--- src/rtl/bcd_digit_encoder.sv ---
// bcd_digit_encoder: converts five BCD digits to a 16-bit binary value using
// reverse double-dabble (shift right, subtract 3 from digits >= 8), one step
// per cycle, 16 steps per request.
// Optional feature: define BCD_OVERFLOW_CHECK_EN to enable the overflow and
// bad_digit detection. Without it both flags are constant 0.
module bcd_digit_encoder #(
  parameter int unsigned ITERATIONS = 16
) (
  input  logic                  clk,
  input  logic                  reset,
  input  logic                  in_valid,
  output logic                  in_ready,
  input  logic [3:0]            tenthousands,
  input  logic [3:0]            thousands,
  input  logic [3:0]            hundreds,
  input  logic [3:0]            tens,
  input  logic [3:0]            ones,
  output logic [ITERATIONS-1:0] binary,
  output logic                  out_valid,
  output logic                  overflow,
  output logic                  bad_digit
);

  localparam int unsigned DIGITS = 5;
  localparam int unsigned BCD_W  = 4 * DIGITS;
  localparam int unsigned CNT_W  = $clog2(ITERATIONS);

  typedef enum logic [1:0] {IDLE, SHIFT, DONE} state_t;

  state_t                state_q, state_d;
  logic [BCD_W-1:0]      bcd_q, bcd_d;
  logic [ITERATIONS-1:0] bin_q, bin_d;
  logic [CNT_W-1:0]      cnt_q, cnt_d;
  logic [ITERATIONS-1:0] binary_q, binary_d;
  logic                  out_valid_q, out_valid_d;
  logic                  in_ready_q, in_ready_d;

  logic [BCD_W-1:0]      bcd_sh;
  logic [ITERATIONS-1:0] bin_sh;
  logic [BCD_W-1:0]      bcd_fix;

`ifdef BCD_OVERFLOW_CHECK_EN
  logic overflow_q, overflow_d;
  logic bad_digit_q, bad_digit_d;
  logic bad_lat_q, bad_lat_d;
`endif

  // Next-state, datapath step and output computation
  always_comb begin
    state_d     = state_q;
    bcd_d       = bcd_q;
    bin_d       = bin_q;
    cnt_d       = cnt_q;
    binary_d    = binary_q;
    out_valid_d = 1'b0;
`ifdef BCD_OVERFLOW_CHECK_EN
    overflow_d  = overflow_q;
    bad_digit_d = bad_digit_q;
    bad_lat_d   = bad_lat_q;
`endif

    // One reverse double-dabble step on the concatenated {bcd, bin}
    {bcd_sh, bin_sh} = {1'b0, bcd_q, bin_q[ITERATIONS-1:1]};
    bcd_fix = bcd_sh;
    for (int i = 0; i < int'(DIGITS); i++) begin
      if (bcd_sh[4*i +: 4] >= 4'd8) begin
        bcd_fix[4*i +: 4] = bcd_sh[4*i +: 4] - 4'd3;
      end
    end

    case (state_q)
      IDLE: begin
        if (in_valid) begin
          state_d = SHIFT;
          bcd_d   = {tenthousands, thousands, hundreds, tens, ones};
          bin_d   = '0;
          cnt_d   = '0;
`ifdef BCD_OVERFLOW_CHECK_EN
          bad_lat_d = (tenthousands > 4'd9) || (thousands > 4'd9) ||
                      (hundreds > 4'd9) || (tens > 4'd9) || (ones > 4'd9);
`endif
        end
      end
      SHIFT: begin
        bcd_d = bcd_fix;
        bin_d = bin_sh;
        cnt_d = cnt_q + CNT_W'(1);
        if (cnt_q == CNT_W'(ITERATIONS - 1)) begin
          state_d     = DONE;
          binary_d    = bin_sh;
          out_valid_d = 1'b1;
`ifdef BCD_OVERFLOW_CHECK_EN
          overflow_d  = |bcd_fix;
          bad_digit_d = bad_lat_q;
`endif
        end
      end
      DONE:    state_d = IDLE;
      default: state_d = IDLE;
    endcase

    in_ready_d = (state_d == IDLE);
  end

  // State and output registers with synchronous reset
  always_ff @(posedge clk) begin
    if (reset) begin
      state_q     <= IDLE;
      bcd_q       <= '0;
      bin_q       <= '0;
      cnt_q       <= '0;
      binary_q    <= '0;
      out_valid_q <= 1'b0;
      in_ready_q  <= 1'b1;
`ifdef BCD_OVERFLOW_CHECK_EN
      overflow_q  <= 1'b0;
      bad_digit_q <= 1'b0;
      bad_lat_q   <= 1'b0;
`endif
    end else begin
      state_q     <= state_d;
      bcd_q       <= bcd_d;
      bin_q       <= bin_d;
      cnt_q       <= cnt_d;
      binary_q    <= binary_d;
      out_valid_q <= out_valid_d;
      in_ready_q  <= in_ready_d;
`ifdef BCD_OVERFLOW_CHECK_EN
      overflow_q  <= overflow_d;
      bad_digit_q <= bad_digit_d;
      bad_lat_q   <= bad_lat_d;
`endif
    end
  end

  assign binary    = binary_q;
  assign out_valid = out_valid_q;
  assign in_ready  = in_ready_q;
`ifdef BCD_OVERFLOW_CHECK_EN
  assign overflow  = overflow_q;
  assign bad_digit = bad_digit_q;
`else
  assign overflow  = 1'b0;
  assign bad_digit = 1'b0;
`endif

endmodule

--- config.mk ---
export PLATFORM = sky130hd
export DESIGN_NAME = bcd_digit_encoder
export DESIGN_NICKNAME = d
export VERILOG_FILES = /design/src/rtl/bcd_digit_encoder.sv
export SDC_FILE = /design/constraint.sdc
export NUM_CORES = 1
export LEC_CHECK = 0
export ABC_AREA = 1
export BUFFER_PORTS_ARGS = -buffer_cell sky130_fd_sc_hd__buf_2
export CORE_MARGIN = 2
export CORE_UTILIZATION = 45
export CTS_CLUSTER_DIAMETER = 200
export DETAILED_ROUTE_END_ITERATION = 10
export PLACE_DENSITY = 0.72
export SLEW_MARGIN = 25
export SYNTH_ARGS = -nofsm -noshare
export SYNTH_HDL_FRONTEND = slang
export SYNTH_SLANG_ARGS = --single-unit
--- constraint.sdc ---
create_clock -name clk -period 2.9 [get_ports clk]
set_clock_uncertainty 0.1 [all_clocks]
set_input_delay 0.145 -clock clk [delete_from_list [all_inputs] [get_ports clk]]
set_output_delay 0.145 -clock clk [all_outputs]
set_load 0.01 [all_outputs]
# Word-level counts from Yosys, hierarchy flattened
# Cells that the tools add are included.
totals:
  regBits: 60
  latchBits: 0
  ramBits: 0
  romBits: 0
  inputBits: 23
  out_inout_bits: 20
  mem_count: 0
classes:
  n_addsub: 5
  multipliers: 0
  div_mod_pow: 0
  order_cmp: 4
  n_eq_ne: 3
  n_shift: 0
  n_mux: 14
  bitwise: 1
  n_reduce_logical: 6
op_table:
  columns: ["cell", "count"]
  rows:
  - ["$pmux W20 S2", 1]
  - ["$pmux W16 S2", 1]
  - ["$mux W20", 1]
  - ["$mux W4", 5]
  - ["$ge A4 B4 Y1 const B", 4]
  - ["$mux W16", 1]
  - ["$sub A4 B2 Y4 const B", 4]
  - ["$pmux W4 S2", 1]
  - ["$add A4 B1 Y4 const B", 1]
  - ["$eq A4 B4 Y1 const B", 1]
  - ["$logic_not A2 Y1", 2]
  - ["$mux W2", 2]
  - ["$pmux W2 S2", 1]
  - ["$reduce_and A2 Y1", 2]
  - ["$eq A2 B1 Y1 const B", 1]
  - ["$ne A2 B2 Y1 const B", 1]
  - ["$reduce_bool A2 Y1", 1]
  - ["$reduce_or A2 Y1", 1]
  - ["$mux W1", 1]
  - ["$not A1 Y1", 1]

# Longest topological paths before layout
# Gate-level depths: netlist of the first run.
logic_depth:
  depth_word: 4
  ltp_mapped: 8
  mapped_depth_nobuf: 8

# Worst setup path before layout of the first run
# Ideal clock, no wire load.
synth_path:
  path_type: "reg-to-reg"
  start: "register cnt_q[0]"
  end: "register binary_q[10] (netlist: binary[10])"
  setup_time_ps: 113
  arrival_ps: 1102
  path_slack_ps: 1585
  stages_incl_launch_ff: 8
  synth_period_minus_slack_ps: 1315
  cell_sequence: "dfxtp_1 > ha_1 > nand3_1 > nor2_4 > inv_2 > buf_2 > nand3_1 > nand2_1"
synth_via:
  elab_chain_len: 2
synth_rtl:
  columns: ["element", "line_no", "text"]
  rows:
  - ["start, declared", "33", "logic [CNT_W-1:0] cnt_q, cnt_d;"]
  - ["start signal, assigned", "124", "cnt_q <= cnt_d;"]
  - ["$eq A4 B4 Y1", "88", "if (cnt_q == CNT_W'(ITERATIONS - 1)) begin"]
  - ["$reduce_and A2 Y1 (no source line)", null, null]
  - ["end signal, assigned", "125", "binary_q <= binary_d;"]
  - ["end, declared", "34", "logic [ITERATIONS-1:0] binary_q, binary_d;"]
# No other way between the ends.
# A chain may end at the register's enable or synchronous reset.

# Final worst setup path of the first run
layout_path:
  start: "register state_q[0]"
  end: "register cnt_q[3]"
layout_via:
  elab_chain_len: 3
layout_rtl:
  columns: ["element", "line_no", "text"]
  rows:
  - ["start, declared", "30", "state_t state_q, state_d;"]
  - ["start signal, assigned", "121", "state_q <= state_d;"]
  - ["$eq A2 B1 Y1 / $logic_not A2 Y1 (equally long branches)", "71", "case (state_q)"]
  - ["$reduce_bool A2 Y1 (no source line) / $ne A2 B2 Y1 (equally long branches)", null, null]
  - ["$reduce_and A2 Y1 (no source line)", null, null]
# Several ways; a longest one is shown, not always the timed one.

==> results of run 1 <==
## path summary, 6_finish.rpt
| path | from | endpoint | slack (ns) | depth (start not counted) |
|---|---|---|---|---|
| worst max-delay path | state_q[0] | cnt_q[3] | 1.12 | 7 |
| worst max register to register | state_q[0] | cnt_q[3] | 1.12 | 7 |
| worst min register to register | bin_q[10] | binary[9] | 0.36 | 2 |
| worst min-delay path | ones[1] | bcd_q[1] | 0.03 | 3 |
## power by group
part           total, mW  switching [mW]  internal (mW)
Sequential         0.867          0.0283          0.838
Combinational      0.179           0.116         0.0636
Clock              0.756           0.300          0.456
## sequential cells by signal, indices dropped and copies added (netlist names)
name       flops
cnt_q          4
out_valid      1
binary        16
in_ready       1
state_q        2
bin_q         15
bcd_q         20
## critical path: cells and delay by family (launching register included)
family | cells | cell delay [ns]
AND/OR/NAND/NOR | 5 | 0.77
flip-flops | 1 | 0.39
buffers and inverters | 2 | 0.45
## cells in the mapped netlist (all sizes together)
cell,instances
a21oi,31
buf,14
clkbuf,6
conb,1
dfxtp,59
ha,9
inv,33
nand2,129
nand3,45
nor2,40
o211ai,3
o21ai,15
## cell type report
| cell class | count | area (µm²) | share of cell area |
|---|---|---|---|
| clock buffer | 12 | 165 | 0.0535 |
| clock inverter | 2 | 35.0 | 0.0113 |
| inverter | 33 | 124 | 0.0401 |
| multi-input combinational | 274 | 1250 | 0.405 |
| sequential | 59 | 1180 | 0.382 |
| tap | 75 | 93.8 | 0.0304 |
| timing repair buffer | 45 | 240 | 0.0778 |
## logic make-up (layout without fill, tap and decap cells)
family / after synthesis / in the layout
AO/OA/AOI/OAI: 49 / 49
adder cells (fa/ha/maj): 9 / 9
flip-flops: 59 / 59
AND/OR/NAND/NOR: 214 / 214
buffers and inverters: 53 / 92
other: 1 / 2
## metal layers
metal	global-route usage	vias to the layer above	part of all wire
met4	0.0593	0	0.0084
met1	0.253	1069	0.48
met2	0.299	48	0.46
met3	0.0478	7	0.046
met5	0	-	0
li1	-	1284	-
## metrics by stage
stage	instances	hold slack, ns	util	power, mW	area, µm²
after floorplan	386	0.188	-	1.01	2660
after global placement	485	0.339	0.495	1.06	2880
after detailed placement	485	0.343	0.495	1.06	2880
after CTS	500	0.0202	0.531	1.82	3090
after global routing	500	0.0464	0.531	1.89	3090
final	500	0.0275	0.531	1.80	3090
## what timing repair did
item	in CTS	in global routing
setup buffers	0	0
hold buffers	1	0
hold endpoints to repair	1	0
resized for setup	0	0
==> out/results.md, run 1 <==
| Group | Item | Value |
|:---|:---|:---|
| clocking | Number of levels the H-tree was split into | 3 |
| placed design | Routability congestion estimate from global placement | 0.781 |
| logic synthesis | Cell types with the largest area share after synthesis | dfxtp_1 44%, nand2_1 18%, nand3_1 8.5% |
| critical path | Highest net fanout along the worst path | 26 |
| timing | Final count of hold timing violations | 0 |
| global route | Via count of the first global-routing pass | 2174 |
| timing | Worst slew slack as a fraction of its limit | 0.431 |
| drt | Vias per inst | 4.82 |
| drt | DRC errors left | 0 |
| flow run | Max-Cap Viols | 0 |
| critical path | Cell with the largest stage delay on the worst path | nor2_2 |
| logic synthesis | Warnings from Yosys | 0 |
| critical path | Largest stage delay on the critical path | 0.42 ns |
| floorplan | # IOs | 43 |
| logic synthesis | XOR/XNOR share of the synthesized area | 0 |
| placed design | Hpwl dp | 3830 µm |
| layout | Number of nets at the end of the flow | 454 |
| critical path | Category of the critical setup timing path | register to register |
| floorplan | Chip height | 80.9 µm |
| drt | Post-DRT Antenna Nets | 0 |
| timing | Tmin final | 1.78 ns |
| clocking | Insertion delay of the later-clocked pin in the worst-skew pair | 0.33 ns |
| logic synthesis | Area leader, netlist | dfxtp_1 |
| global route | Antenna violations before repair | 0 |
| logic synthesis | Compound-cell area share of the yosys netlist | 0.0950 |
| floorplan | Number of standard-cell rows in the floorplan | 28 |
| global route | Largest net degree at the start of global routing | 28 |
| drt | Total routed wirelength | 5700 µm |
| logic synthesis | Synth Register Bits | 59 |
| layout | Synthesis-to-finish area growth | 16.1% |
| clocking | Count of clock tree sinks | 59 |
| hold path | Worst hold-check path type | primary input to register |
| logic synthesis | Mean instance size in the synthesized netlist | 6.91 µm² |
| layout | Top library cells by usage in the layout, fill and taps aside | 126 x nand2_1, 59 x dfxtp_1, 45 x nand3_1 |
| logic synthesis | Largest family of logic cells by synthesized area | simple AND/OR/NAND/NOR gates |
| layout | Most common cell after layout, fill and taps aside | nand2_1 |
| critical path | WP data required | 3.07 ns |
| logic synthesis | Post-synthesis cell count | 385 |
| logic synthesis | Fraction of synthesized cell area taken by the top area cell type | 0.444 |
| timing | Part of the cycle the worst path needs | 0.615 |
| logic synthesis | Seq/Total Area, Yosys | 0.444 |
| drt | Iter 0 DRT Violations | 186 |
| drt | Router iterations before antenna repair | 4 |
| clocking | Buffer type at the clock tree root | clkbuf_8 |
| drt | Total via count in the routed design | 2408 |
| timing | Final setup viols | 0 |
| clocking | Clock-pin slew on the worst setup and hold paths | 0.06 ns |
| layout | Share of final-layout standard cells stronger than drive strength 1 | 0.155 |
| status | Status | finished clean |
| timing | Sum Neg Setup Slack | 0 ns |
| logic synthesis | Post-synthesis cell type count | 19 |
| clocking | CTS tree | built |
| timing | Fmax achieved | 560 MHz |
| timing | Minimum setup slack in the final design | 1.12 ns |
| logic synthesis | Simple logic cell fraction of the synthesized area | 0.330 |
| global route | Remaining global-route overflow | 0 |
| pwr | Peak supply drop | 0.000284 V |
| floorplan | Die Span X | 80.9 µm |
| critical path | Chain of cells forming the critical path | inv_1 -> nor2_2 -> buf_4 -> nand3_1 -> nand2_1 -> nand2_1 -> nor2_1 |
| layout | Number of filler instances in the final layout | 610 |
| drt | Detail-routed net length per standard cell | 11.4 µm |
| logic synthesis | Post-synthesis mux area share | 0 |
| critical path | CP startpoint kind | register |
| logic synthesis | Adder and majority gate portion of the synthesized area | 0.0423 |
| timing | Worst slew pin tran | 0.850 ns |
| logic synthesis | Netlist area before placement | 2660 µm² |
| global route | First-pass GRT wire length | 9600 µm |
| timing | Count of final max-slew check failures | 0 |
| floorplan | Initial core utilization | 0.457 |
| placed design | Number of buffers inserted by port buffering | 40 |
| clocking | Number of buffers created by CTS | 9 |
| layout | Number of antenna diodes | 0 |
| critical path | Critical path capture point type | register |
| floorplan | Floorplan die area | 6540 µm² |
| timing | Setup repair after global routing missed its margin | false |
| pwr | Standby leakage power | 1.48 nW |
| floorplan | Area of the core | 5820 µm² |
| critical path | Worst endpoint data arrival time | 1.95 ns |
| clocking | CTS max path bufs | 2 |
| critical path | Most frequent CP cell | nand2_1 |
| pwr | P per Cell Area | 583 nW/µm² |
| global route | Total global routing track utilization | 0.189 |
| placed design | Dpl ws | 1.12 ns |
No activity file was read; power rests on OpenSTA's default activity.
==> run 2, diff against run 1 <==
Settings changed: ABC_AREA 1 to 0.
Clock period 2.9 ns to 1.8 ns, I/O delays scaled along.
==> out/results.md, run 2 <==
| Group | Item | Value |
|:---|:---|:---|
| status | Status | finished clean |
| clocking | Count of clock tree sinks | 59 |
| pwr | Standby leakage power | 1.32 nW |
| global route | Remaining global-route overflow | 0 |
| timing | Setup repair after global routing missed its margin | false |
| floorplan | # IOs | 43 |
| global route | Met2 usage | 0.272 |
| logic synthesis | Cell types with the largest area share after synthesis | dfxtp_1 48%, a22o_1 5.4%, a22oi_1 4.9% |
| clocking | Post-CTS repair timing setup buffer count | 0 |
| layout | Synthesis-to-finish area growth | 28.2% |
| hold path | Worst hold-check path type | primary input to register |
| logic synthesis | Most frequent cells after synthesis | 59 x dfxtp_1, 28 x nor2_1, 16 x a22oi_1, 15 x a22o_1, 11 x inv_1 |
| critical path | Highest net fanout along the worst path | 15 |
| logic synthesis | Fraction of synthesis flops using an asynchronous set or reset pin | 0 |
| logic synthesis | Leading cell type by number of instances after synthesis | dfxtp_1 |
| clocking | Clock-pin slew on the worst setup and hold paths | 0.06 ns |
| global route | Via count of the first global-routing pass | 1910 |
| floorplan | Number of standard-cell rows in the floorplan | 26 |
| logic synthesis | Post-synthesis cell type count | 39 |
| placed design | Routability congestion estimate from global placement | 0.824 |
| flow run | Max-Cap Viols | 0 |
| layout | Most flop-heavy register | bcd_q |
| critical path | Critical path capture point type | register |
| global route | Total global routing track utilization | 0.191 |
| clocking | Number of levels the H-tree was split into | 3 |
| floorplan | Floorplan die area | 6020 µm² |
| global route | Antenna violations before repair | 0 |
| layout | Most common cell after layout, fill and taps aside | dfxtp_1 |
| timing | Fmax achieved | 626 MHz |
| critical path | WP data required | 1.97 ns |
| critical path | R2r setup slk | 0.20 ns |
| timing | Final count of hold timing violations | 0 |
| drt | Detail-routed net length per standard cell | 14.7 µm |
| pwr | Peak supply drop | 0.000645 V |
| global route | Grt peak-use layer | met2 |
| floorplan | Chip height | 77.6 µm |
| layout | Final cell area excluding filler cells | 3130 µm² |
| floorplan | Die Span X | 77.6 µm |
| layout | Number of antenna diodes | 0 |
| drt | Vias per inst | 5.43 |
| critical path | Startpoint of the lowest-slack register-to-register path | cnt_q[0] |
| global route | Largest net degree at the start of global routing | 24 |
| logic synthesis | Warnings from Yosys | 0 |
| global route | First-pass GRT wire length | 8860 µm |
| layout | Number of nets at the end of the flow | 334 |
| critical path | R2r worst-path depth | 4 |
| placed design | Number of buffers inserted by port buffering | 40 |
| drt | Router iterations before antenna repair | 4 |
| logic synthesis | Post-synth EDFFs | 0 |
| timing | Part of the cycle the worst path needs | 0.887 |
| logic synthesis | Fraction of synthesized cell area taken by the top area cell type | 0.485 |
| global route | Met3 demand-to-capacity share in global routing | 0.0407 |
| pwr | P per Cell Area | 966 nW/µm² |
| critical path | Category of the critical setup timing path | register to register |
| timing | Tmin final | 1.60 ns |
| drt | Iter 0 DRT Violations | 138 |
| timing | Sum Neg Setup Slack | 0 ns |
| floorplan | Area of the core | 5170 µm² |
| timing | Final setup viols | 0 |
| timing | Count of final max-slew check failures | 0 |
| clocking | Number of buffers created by CTS | 9 |
| logic synthesis | Synth Register Bits | 59 |
| drt | Total via count in the routed design | 2036 |
| clocking | CTS tree | built |
| logic synthesis | Post-synthesis cell count | 238 |
| layout | Share of final-layout standard cells stronger than drive strength 1 | 0.236 |
| drt | Total routed wirelength | 5510 µm |
| placed design | Hpwl dp | 3540 µm |
| clocking | Insertion delay of the later-clocked pin in the worst-skew pair | 0.33 ns |
| clocking | Buffer type at the clock tree root | clkbuf_8 |
| global route | Met1 track utilization from global routing | 0.254 |
| critical path | CP endpoint | binary[7] |
| placed design | Placement-stage cell area | 2720 µm² |
| drt | Post-DRT Antenna Nets | 0 |
| logic synthesis | Area leader, netlist | dfxtp_1 |
| clocking | CTS max path bufs | 2 |
| layout | Number of flip-flops in the largest register | 20 |
| critical path | CP startpoint kind | register |
| critical path | Worst Setup SP | cnt_q[0] |
| logic synthesis | Dominant register cell in the synthesized netlist | dfxtp_1 |
| logic synthesis | Mean instance size in the synthesized netlist | 10.2 µm² |
| logic synthesis | Seq/Total Area, Yosys | 0.485 |
| drt | DRC errors left | 0 |
| layout | Top library cells by usage in the layout, fill and taps aside | 59 x dfxtp_1, 40 x buf_2, 28 x nor2_1 |
| floorplan | Initial core utilization | 0.471 |
| critical path | Endpoint of the most critical register-to-register path | binary[7] |
| logic synthesis | Netlist area before placement | 2440 µm² |
| critical path | Worst endpoint data arrival time | 1.77 ns |
-- run 2: cells by family (layout without fill, tap and decap cells) --
| group | after synthesis | count (layout) | share of synthesized area |
|---|---|---|---|
| AO/OA/AOI/OAI | 78 | 78 | 0.245 |
| buffers and inverters | 26 | 92 | 0.0534 |
| flip-flops | 59 | 59 | 0.485 |
| AND/OR/NAND/NOR | 48 | 48 | 0.102 |
| XOR/XNOR | 8 | 8 | 0.0287 |
| multiplexers | 9 | 9 | 0.0390 |
| other | 1 | 2 | 0.00154 |
| adder cells (fa/ha/maj) | 9 | 9 | 0.0462 |
-- run 2: worst min path at each step --
stage / from / to / slack [ns] / cells after the start
after floorplan: hundreds[2] / bcd_q[10] / 0.11 / 2
after global placement: tens[2] / bcd_q[6] / 0.21 / 3
after detailed placement: ones[2] / bcd_q[2] / 0.21 / 3
after CTS: ones[3] / bcd_q[3] / 0.009 / 3
after global routing: hundreds[3] / bcd_q[11] / 0.04 / 3
final: ones[3] / bcd_q[3] / 0.01 / 3
-- run 2: worst max-delay path: stages (launching register included) --
cell     delay (ns)
dfxtp_1        0.33
ha_1           0.24
and3_1         0.25
a21oi_4        0.41
a22o_1         0.21
-- run 2: metrics by stage --
step	power (mW)	instances	util	hold WS [ns]	setup slack (ns)
2_1_floorplan	1.60	239	-	0.109	0.332
3_3_place_gp	1.68	343	0.526	0.213	0.0899
3_5_place_dp	1.69	343	0.526	0.213	0.0372
4_1_cts	3.03	375	0.603	0.00896	0.0169
5_1_grt	3.13	375	0.604	0.0392	0.131
6_report	3.02	375	0.604	0.0131	0.203
-- run 2: area by class of cell --
type                       instances  area (µm²)
clock buffer                      12         155
clock inverter                     2        60.1
multi-input combinational        154        1140
tap                               70        87.6
timing repair buffer              67         460
fill                             441        2050
inverter                          11        41.3
sequential                        59        1180
-- run 2: routing by layer --
metal | wire, µm | share of wire
met5 | 0 | 0
met4 | 194 | 0.035
met3 | 305 | 0.055
met2 | 2470 | 0.45
met1 | 2540 | 0.46
-- run 2: timing repair --
action,4_1_cts,5_1_grt
hold buffers,18,0
hold endpoints to repair,18,0
endpoints found under the setup margin,0,15
gates resized for setup,0,1
-- run 2: power by group --
| group | internal (mW) | switching [mW] |
|---|---|---|
| combinational | 0.151 | 0.143 |
| sequential | 1.35 | 0.0492 |
| clock | 0.840 | 0.484 |
==> run 3, diff against run 2 <==
Settings changed: BUFFER_PORTS_ARGS -buffer_cell sky130_fd_sc_hd__buf_2 to -buffer_cell sky130_fd_sc_hd__buf_4.
==> out/results.md, run 3 (synthesis gave the netlist of run 2 again) <==
| Group | Item | Value |
|:---|:---|:---|
| status | Status | finished clean |
| drt | Detail-routed net length per standard cell | 15.1 µm |
| hold path | Terminating pin of the worst hold path | bcd_q[15] |
| timing | Worst Hold Margin | 0.0145 ns |
| critical path | Category of the critical setup timing path | register to register |
| placed design | Routability congestion estimate from global placement | 0.788 |
| floorplan | # IOs | 43 |
| layout | Most common cell after layout, fill and taps aside | dfxtp_1 |
| drt | Router iterations before antenna repair | 4 |
| global route | Via count of the first global-routing pass | 2005 |
| drt | DRC errors left | 0 |
| global route | First-pass GRT wire length | 9510 µm |
| global route | Remaining global-route overflow | 0 |
| critical path | R2r worst-path depth | 4 |
| drt | Total via count in the routed design | 2010 |
| timing | Tmin final | 1.69 ns |
| floorplan | Die Span X | 77.6 µm |
| drt | Post-DRT Antenna Nets | 0 |
| clocking | Post-CTS repair timing setup buffer count | 0 |
| floorplan | Initial core utilization | 0.471 |
| drt | Total routed wirelength | 5680 µm |
| clocking | CTS max path bufs | 2 |
| global route | Total global routing track utilization | 0.206 |
| timing | Fmax achieved | 591 MHz |
| layout | Top library cells by usage in the layout, fill and taps aside | 59 x dfxtp_1, 48 x buf_4, 28 x nor2_1 |
| layout | Number of antenna diodes | 0 |
| layout | Share of final-layout standard cells stronger than drive strength 1 | 0.239 |
| placed design | Number of buffers inserted by port buffering | 40 |
| floorplan | Number of standard-cell rows in the floorplan | 26 |
| hold path | Hold Path Stages | 3 |
| global route | Largest net degree at the start of global routing | 31 |
| clocking | Count of clock tree sinks | 59 |
| drt | Vias per inst | 5.36 |
| layout | Number of flip-flops in the largest register | 20 |
| flow run | Max-Cap Viols | 0 |
| timing | Sum Neg Setup Slack | 0 ns |
| pwr | Standby leakage power | 1.35 nW |
| clocking | Insertion delay of the later-clocked pin in the worst-skew pair | 0.34 ns |
| pwr | Peak supply drop | 0.000579 V |
| timing | Part of the cycle the worst path needs | 0.940 |
| critical path | Cell with the largest stage delay on the worst path | dfxtp_1 |
| clocking | Number of levels the H-tree was split into | 3 |
| timing | Count of final max-slew check failures | 0 |
| timing | Final count of hold timing violations | 0 |
| layout | Number of nets at the end of the flow | 332 |
| critical path | CP startpoint kind | register |
| critical path | Startpoint of the lowest-slack register-to-register path | state_q[0] |
| critical path | Chain of cells forming the critical path | buf_4 -> or2b_1 -> or3_1 -> a31oi_1 |
| critical path | R2r setup slk | 0.11 ns |
| floorplan | Chip height | 77.6 µm |
| critical path | Worst endpoint data arrival time | 1.85 ns |
| critical path | Highest net fanout along the worst path | 10 |
| hold path | Worst hold-check path type | primary input to register |
| floorplan | Area of the core | 5170 µm² |
| hold path | Launch instance of the worst min-delay path | thousands[3] |
| critical path | WP data required | 1.96 ns |
| pwr | Power Total | 3.28 mW |
| timing | Setup repair after global routing missed its margin | false |
| clocking | Clock-pin slew on the worst setup and hold paths | 0.06 ns |
| critical path | Endpoint of the most critical register-to-register path | cnt_q[3] |
| layout | Most flop-heavy register | bcd_q |
| layout | Synthesis-to-finish area growth | 33.2% |
| clocking | Buffer type at the clock tree root | clkbuf_8 |
| drt | Iter 0 DRT Violations | 123 |
| critical path | Crit path buffers/inverters | 1 |
| critical path | Largest stage delay on the critical path | 0.49 ns |
| layout | Number of filler instances in the final layout | 419 |
| global route | Antenna violations before repair | 0 |
| timing | Final setup viols | 0 |
| placed design | Hpwl dp | 3630 µm |
| pwr | P per Cell Area | 1010 nW/µm² |
| critical path | Critical path capture point type | register |
| floorplan | Floorplan die area | 6020 µm² |
| clocking | Number of buffers created by CTS | 9 |
| clocking | CTS tree | built |
| critical path | Cell family contributing the most delay on the critical path | simple AND/OR/NAND/NOR gates |
## run 3: worst min-delay path: cells and delay by family
family          cells  cell delay [ns]
compound gates      2             0.20
buf+inv             1             0.11
## run 3: area by class of cell
type	instances	area [µm²]	share of cell area
Multi-Input combinational cell	154	1140	0.351
Tap cell	70	87.6	0.0270
Sequential cell	59	1180	0.364
Clock inverter	5	125	0.0385
Timing Repair Buffer	65	541	0.166
Inverter	11	41.3	0.0127
Clock buffer	11	131	0.0405
## run 3: metal layers
metal,part of all wire,routed length [µm],vias to the layer above,global-route usage
met5,0,0,-,0
met4,0.018,102,0,0.113
met3,0.053,298,10,0.0512
met2,0.46,2590,55,0.307
met1,0.47,2690,949,0.273
li1,-,-,996,-
## run 3: worst max-delay path by stage
stage / start / to / depth (start not counted) / slack, ns
floorplan: cnt_q[0] / binary[10] / 5 / 0.33
global placement: cnt_q[0] / binary[8] / 4 / 0.10
detailed placement: cnt_q[0] / binary[3] / 4 / 0.02
CTS: cnt_q[0] / binary[3] / 4 / 0.004
global route: state_q[0] / cnt_q[3] / 4 / 0.04
finish: state_q[0] / cnt_q[3] / 4 / 0.11
## run 3: through the flow
stage / util / area, µm² / setup WS, ns / std cells
finish: 0.628 / 3250 / 0.109 / 375
global route: 0.628 / 3250 / 0.0422 / 375
CTS: 0.626 / 3240 / 0.00446 / 375
detailed placement: 0.546 / 2820 / 0.0218 / 343
global placement: 0.546 / 2820 / 0.104 / 343
floorplan: - / 2440 / 0.332 / 239
## run 3: repair_timing
action | in CTS | in global routing
hold buffers | 16 | 0
resized for setup | 0 | 1
endpoints found under the setup margin | 0 | 15
endpoints found under the hold margin | 16 | 0
## run 3: power by group
group	total, mW	leakage, nW	switching (mW)	internal, mW
clock	1.57	0.128	0.516	1.06
sequential	1.40	0.480	0.0515	1.35
combinational	0.305	0.740	0.143	0.162
total	3.28	1.35	0.710	2.57
